===== src/rtl/aes_rkey_buf_if.sv =====
// Bus between the AES key expander / decrypt datapath and the round-key buffer.
// The master drives the load strobe, expander words and read requests; the slave returns keys.
interface aes_rkey_buf_if;
    logic         kld;
    logic [31:0]  wo_0;
    logic [31:0]  wo_1;
    logic [31:0]  wo_2;
    logic [31:0]  wo_3;
    logic         rd_en;
    logic [3:0]   rd_idx;
    logic         strm_start;
    logic         key_ready;
    logic         strm_busy;
    logic [127:0] rk_out;
    logic [3:0]   rk_idx;
    logic         rk_vld;
    logic         rd_err;

    modport master (
        output kld, wo_0, wo_1, wo_2, wo_3, rd_en, rd_idx, strm_start,
        input  key_ready, strm_busy, rk_out, rk_idx, rk_vld, rd_err
    );

    modport slave (
        input  kld, wo_0, wo_1, wo_2, wo_3, rd_en, rd_idx, strm_start,
        output key_ready, strm_busy, rk_out, rk_idx, rk_vld, rd_err
    );
endinterface


===== src/rtl/aes_rkey_buf.sv =====
// Captures the 11 AES-128 round keys from the expander and serves them by index
// or as a descending rkNR..rk0 stream for the decrypt datapath.
//
// state | meaning
// IDLE  | nothing loaded since reset
// FILL  | capturing expander output, one round key per edge
// DONE  | all NR+1 keys stored, key_ready asserted
module aes_rkey_buf #(
    parameter int NR = 10
) (
    input  logic          clk_i,
    input  logic          rst_ni,
    aes_rkey_buf_if.slave bus_s
);
    localparam logic [3:0] LAST = 4'(NR);

    typedef enum logic [1:0] {IDLE, FILL, DONE} state_e;

    state_e       state_q;
    logic [3:0]   cnt_q;
    logic         key_ready_q;
    logic         strm_busy_q;
    logic         rk_vld_q;
    logic         rd_err_q;
    logic [127:0] rk_out_q;
    logic [3:0]   rk_idx_q;
    logic [127:0] slot_q [0:NR];

    logic         cap_en;
    logic [127:0] wo_cat;

    assign cap_en = (state_q == FILL) && !bus_s.kld;
    assign wo_cat = {bus_s.wo_0, bus_s.wo_1, bus_s.wo_2, bus_s.wo_3};

    // Storage carries no reset; it is only observable once key_ready is set.
    always_ff @(posedge clk_i) begin
        if (cap_en) begin
            slot_q[cnt_q] <= wo_cat;
        end
    end

    always_ff @(posedge clk_i or negedge rst_ni) begin
        if (!rst_ni) begin
            state_q     <= IDLE;
            cnt_q       <= 4'd0;
            key_ready_q <= 1'b0;
            strm_busy_q <= 1'b0;
            rk_vld_q    <= 1'b0;
            rd_err_q    <= 1'b0;
            rk_out_q    <= '0;
            rk_idx_q    <= 4'd0;
        end else begin
            rk_vld_q <= 1'b0;
            rd_err_q <= 1'b0;
            if (bus_s.kld) begin
                state_q     <= FILL;
                cnt_q       <= 4'd0;
                key_ready_q <= 1'b0;
                strm_busy_q <= 1'b0;
            end else begin
                if (state_q == FILL) begin
                    cnt_q <= cnt_q + 4'd1;
                    if (cnt_q == LAST) begin
                        state_q     <= DONE;
                        key_ready_q <= 1'b1;
                    end
                end
                // rk_idx_q doubles as the stream pointer; idx 0 presented means done.
                if (strm_busy_q) begin
                    rd_err_q <= bus_s.rd_en;
                    if (rk_idx_q == 4'd0) begin
                        strm_busy_q <= 1'b0;
                    end else begin
                        rk_out_q <= slot_q[rk_idx_q - 4'd1];
                        rk_idx_q <= rk_idx_q - 4'd1;
                        rk_vld_q <= 1'b1;
                    end
                end else if (bus_s.strm_start) begin
                    if (key_ready_q) begin
                        strm_busy_q <= 1'b1;
                        rk_out_q    <= slot_q[LAST];
                        rk_idx_q    <= LAST;
                        rk_vld_q    <= 1'b1;
                        rd_err_q    <= bus_s.rd_en;
                    end else begin
                        rd_err_q <= 1'b1;
                    end
                end else if (bus_s.rd_en) begin
                    if (key_ready_q && (bus_s.rd_idx <= LAST)) begin
                        rk_out_q <= slot_q[bus_s.rd_idx];
                        rk_idx_q <= bus_s.rd_idx;
                        rk_vld_q <= 1'b1;
                    end else begin
                        rd_err_q <= 1'b1;
                    end
                end
            end
        end
    end

    assign bus_s.key_ready = key_ready_q;
    assign bus_s.strm_busy = strm_busy_q;
    assign bus_s.rk_vld    = rk_vld_q;
    assign bus_s.rd_err    = rd_err_q;
    assign bus_s.rk_out    = rk_out_q;
    assign bus_s.rk_idx    = rk_idx_q;
endmodule


===== src/flat_wrapper.sv =====
// flat-port wrapper written by rule: the top's interface ports become plain ports
module aes_rkey_buf_flat 
#(
    parameter int NR = 10
)
  (clk_i, rst_ni, bus_s_kld, bus_s_wo_0, bus_s_wo_1, bus_s_wo_2, bus_s_wo_3, bus_s_rd_en, bus_s_rd_idx, bus_s_strm_start, bus_s_key_ready, bus_s_strm_busy, bus_s_rk_out, bus_s_rk_idx, bus_s_rk_vld, bus_s_rd_err);
  aes_rkey_buf_if bus_s_i ();
  input  logic clk_i;
  input  logic rst_ni;
  input wire logic [$bits(bus_s_i.kld)-1:0] bus_s_kld;
  input wire logic [$bits(bus_s_i.wo_0)-1:0] bus_s_wo_0;
  input wire logic [$bits(bus_s_i.wo_1)-1:0] bus_s_wo_1;
  input wire logic [$bits(bus_s_i.wo_2)-1:0] bus_s_wo_2;
  input wire logic [$bits(bus_s_i.wo_3)-1:0] bus_s_wo_3;
  input wire logic [$bits(bus_s_i.rd_en)-1:0] bus_s_rd_en;
  input wire logic [$bits(bus_s_i.rd_idx)-1:0] bus_s_rd_idx;
  input wire logic [$bits(bus_s_i.strm_start)-1:0] bus_s_strm_start;
  output wire logic [$bits(bus_s_i.key_ready)-1:0] bus_s_key_ready;
  output wire logic [$bits(bus_s_i.strm_busy)-1:0] bus_s_strm_busy;
  output wire logic [$bits(bus_s_i.rk_out)-1:0] bus_s_rk_out;
  output wire logic [$bits(bus_s_i.rk_idx)-1:0] bus_s_rk_idx;
  output wire logic [$bits(bus_s_i.rk_vld)-1:0] bus_s_rk_vld;
  output wire logic [$bits(bus_s_i.rd_err)-1:0] bus_s_rd_err;
  assign bus_s_i.kld = bus_s_kld;
  assign bus_s_i.wo_0 = bus_s_wo_0;
  assign bus_s_i.wo_1 = bus_s_wo_1;
  assign bus_s_i.wo_2 = bus_s_wo_2;
  assign bus_s_i.wo_3 = bus_s_wo_3;
  assign bus_s_i.rd_en = bus_s_rd_en;
  assign bus_s_i.rd_idx = bus_s_rd_idx;
  assign bus_s_i.strm_start = bus_s_strm_start;
  assign bus_s_key_ready = bus_s_i.key_ready;
  assign bus_s_strm_busy = bus_s_i.strm_busy;
  assign bus_s_rk_out = bus_s_i.rk_out;
  assign bus_s_rk_idx = bus_s_i.rk_idx;
  assign bus_s_rk_vld = bus_s_i.rk_vld;
  assign bus_s_rd_err = bus_s_i.rd_err;
  aes_rkey_buf #(.NR(NR)) u_core (.clk_i(clk_i), .rst_ni(rst_ni), .bus_s(bus_s_i));
endmodule

===== config.mk =====
export PLATFORM = sky130hd
export DESIGN_NAME = aes_rkey_buf_flat
export DESIGN_NICKNAME = d
export VERILOG_FILES = /design/src/rtl/aes_rkey_buf_if.sv /design/src/rtl/aes_rkey_buf.sv /design/src/flat_wrapper.sv
export SDC_FILE = /design/constraint.sdc
export NUM_CORES = 2
export LEC_CHECK = 0
export ABC_AREA = 1
export BUFFER_PORTS_ARGS = -buffer_cell sky130_fd_sc_hd__buf_2
export CORE_MARGIN = 2
export CORE_UTILIZATION = 40
export DETAILED_ROUTE_END_ITERATION = 7
export SETUP_SLACK_MARGIN = 0.1
export SKIP_LAST_GASP = 1
export SLEW_MARGIN = 20
export SYNTH_ARGS = -nofsm -noshare
export SYNTH_HDL_FRONTEND = slang
export SYNTH_SLANG_ARGS = --single-unit

===== constraint.sdc =====
create_clock -name clk_i -period 12.54 [get_ports clk_i]
set_input_delay 3.135 -clock clk_i [delete_from_list [all_inputs] [get_ports clk_i]]
set_output_delay 3.135 -clock clk_i [all_outputs]
set_load 0.05 [all_outputs]

==> reports/qor.yml <==
pwr:
  clock_power_share_pct: 33.1
  comb_power_share_pct: 28.2
  p_seq_share_pct: 38.6
  ir_drop_mv: 0.197
  intPower_w: 0.00997
  switchingPower_w: 0.00574
  powerDensity_mw_per_mm2: 175
  switching_share_pct: 36.5
  leakagePower_nw: 38.6
detailed_routing:
  drt-pass1-iter-count: 8
  wl_met3_mm: 26.2
  met1Wirelength_mm: 108
  drc: 2
  via_count: 68900
  route.met2.wl_mm: 128
  routed_wirelength_mm: 277
  initialDrtViolationCount: 7621
  wl_per_cell_um: 22.0
  top_layer: "met5"
  drt-vias-per-instance: 5.49
  ant_nets: 0
run:
  max_cap_violations: 0
final_layout:
  fin_util_pct: 44.5
  multi_input_area_mm2: 0.0276
  nets: 9843
  seqCellArea_mm2: 0.0458
  area_delta_synth_final_pct: 10.7
  layout-drive-gt1-share_pct: 7.25
  fillerInstances: 19100
worst_setup_path:
  critPathKind: "input pin to register"
  crit_path_frequent_cell: "buf_4"
  worst_setup_path_end_kind: "register"
  worstRegToRegCells: 11
  setup.worst_path.start_class: "input pin"
  max_stage_delay_ns: 0.87
  crit_fanout: 82
  r2r-start: "u_core.bus_s.rk_idx[0]"
  path_cells: "buf_8 -> buf_4 -> a21oi_2 -> nor3_2 -> nor2_4 -> buf_4 -> buf_4 -> nand2_1 -> nor2_1 -> a21oi_1"
  arrival_ns: 6.90
  slowest_stage: "buf_4"
  r2r_slack_ns: 7.16
  r2r_end: "u_core.bus_s.rk_out[37]"
  cp.required_ns: 13.24
timing:
  holdWs_ns: 0.466
  skew_ns: 0.0604
  max_freq_ghz: 0.161
  finalCritPeriodShare_pct: 49.4
  period_needed_ns: 6.20
  tns_ns: 0
  hold_violations: 0
  final-setup-viol-count: 0
  worst_pin_slew_ns: 1.33
  drv_slew: 0
  rsz0062_at_grt: "no"
  slew_headroom_pct: 11.1
worst_hold_path:
  hold-path-endpoint: "u_core.cnt_q[3]"
  hold_depth: 1
  hold_path_class: "register to register"
  hold_start: "u_core.cnt_q[3]"
synth:
  synth_compound_area_share_pct: 6.12
  synth_flop_cell: "edfxtp_1"
  synth.distinct_cells: 40
  synth-simple-area-share_pct: 27.3
  synth_xor_area_share_pct: 0.0216
  synth-seq-cells: 1549
  synthCells: 9782
  synth_fp_nets: 9924
  muxShareOfSynthArea_pct: 0.185
  synthAdderAreaFrac_pct: 0.0770
  yosysWarnings: 0
  synth_edf_count: 1408
  avgSynthCellArea_um2: 8.31
  ys_seq_area_share_pct: 56.4
  async_flop_share_pct: 9.10
  netlist_area_mm2: 0.0812
  synth_top_family_by_area: "simple AND/OR/NAND/NOR gates"
cts:
  cts_hold_buf: 0
  clk_latency_ns: 0.87
  clkSinkCount: 1549
  cts.reportedPaths.clkPinSlew_ns: 0.06
  cts_resized: 0
  cts_tree: "yes"
  post-cts-setup-buffers: 0
  cts_buffers: 174
  cts-root-buf: "clkbuf_16"
  clk_path_buf_depth: 3
  h-tree-depth: 4
outcome:
  violations: "design-rule violations"
  status: "complete, but fails checks"
floorplan:
  num_rows: 165
  ioPinCount: 273
  die_h_um: 455
  fp.dieW_um: 455
  coreArea_mm2: 0.202
  dieArea_mm2: 0.207
  initial_core_util_pct: 40.2
grt:
  grt_pass1_wl_mm: 409
  grt.total_usage_pct: 26.2
  grt_overflow: 0
  grt_max_degree: 208
  grt_pass1_vias: 66300
  antenna_found_initial: 56
placed_design:
  place_congestion: 0.809
  portBuffers: 272
  dp_hpwl_mm: 139
-- power groups by stage --
stage          clock network [W]  logic (W)  registers (W)
6_report                 0.00521    0.00443        0.00607
5_1_grt                  0.00547    0.00479        0.00608
4_1_cts                  0.00528    0.00435        0.00607
3_5_place_dp                   0    0.00434        0.00617
3_3_place_gp                   0    0.00430        0.00617
2_1_floorplan                  0    0.00255        0.00653
-- cell usage in the layout, fill, tap and decap left out, types with 12 or more instances in the layout --
master and n:
a21oi_1 355, buf_2 266, buf_4 98, bufinv_16 14
clkbuf_1 63, clkbuf_16 174, clkbuf_8 20, clkinv_1 17
clkinv_2 22, dfrtp_1 139, diode_2 25, edfxtp_1 1408
inv_1 1245, inv_2 33, mux2i_1 15, nand2_1 3144
nand3_1 1492, nor2_1 535, nor2_4 12, o211ai_1 61
o21ai_0 514, or2_0 68, or2_1 51
-- logic make-up after synthesis --
logic type      after synthesis
compound gates              958
xor+xnor                      2
fa+ha+maj                     5
buf+inv                    1929
flops                      1549
mux                          15
simple gates               5324
-- stage by stage --
stage	setup slack, ns	std cells	power [W]	instance area [um2]
2_1_floorplan	-0.171	9782	0.00908	81200
3_3_place_gp	5.67	12200	0.0105	84000
3_5_place_dp	5.58	12200	0.0105	84000
4_1_cts	6.49	12500	0.0157	89800
5_1_grt	6.15	12500	0.0163	89900
6_report	6.34	12600	0.0157	89900
-- area by class of cell --
type / instances / area share (%)
multi-input combinational: 6304 / 30.6
inverter: 1289 / 5.45
antenna: 25 / 0.0696
clock buffer: 256 / 5.39
timing repair buffer: 383 / 2.69
clock inverter: 73 / 1.09
tap: 2672 / 3.72
sequential: 1549 / 50.9
-- layer usage --
metal | track usage (%) | vias up
met3 | 4.51 | 805
met2 | 42.2 | 3763
met1 | 33.6 | 32800
met4 | 14.1 | 24
met5 | 0 | -
li1 | - | 31500
-- Yosys cell counts (2+ instances only) --
cell,n,area share (%)
nand2_1,3145,15
nand3_1,1492,9.2
edfxtp_1,1408,52
inv_1,1248,5.8
nor2_1,544,2.5
o21ai_0,514,3.2
a21oi_1,356,2.2
buf_2,304,1.9
clkbuf_1,201,0.93
dfrtp_1,141,4.3
buf_1,72,0.33
or2_0,68,0.52
o211ai_1,61,0.56
or2_1,51,0.39
buf_6,41,0.57
inv_2,36,0.17
buf_4,21,0.19
mux2i_1,15,0.18
o21ai_1,11,0.068
o22ai_1,11,0.085
or2_2,9,0.069
ha_1,5,0.077
nor3_1,4,0.025
nor2_2,3,0.023
a21oi_2,2,0.022
a31oi_1,2,0.015
clkinv_1,2,0.0092
inv_4,2,0.015
nand2_2,2,0.015
-- flip-flops by register name (all words and copies together) (netlist names) --
register / count
u_core.slot_q: 1408
u_core.bus_s.strm_busy: 1
u_core.cnt_q: 4
u_core.state_q: 2
u_core.bus_s.rd_err: 1
u_core.bus_s.rk_vld: 1
u_core.bus_s.rk_out: 128
u_core.bus_s.rk_idx: 4
-- worst max-delay path by stage --
stage,start,slack (ns),depth (start not counted),to
floorplan,bus_s_kld,-0.17,2,u_core.slot_q[8][0]
CTS,bus_s_rd_idx[0],6.49,10,u_core.bus_s.rk_out[38]
detailed placement,bus_s_rd_idx[0],5.58,10,u_core.bus_s.rk_out[42]
global placement,bus_s_rd_idx[0],5.67,10,u_core.bus_s.rk_out[68]
global route,bus_s_rd_idx[0],6.15,10,u_core.bus_s.rk_out[38]
finish,bus_s_rd_idx[0],6.34,10,u_core.bus_s.rk_out[69]
-- worst max-delay path, delay by kind of cell --
family,cells,cell delay [ns]
buffers and inverters,4,2.45
AOI/OAI and AO/OA,2,0.32
and+or+nand+nor,4,0.73
Power figures use the tool's default switching activity.
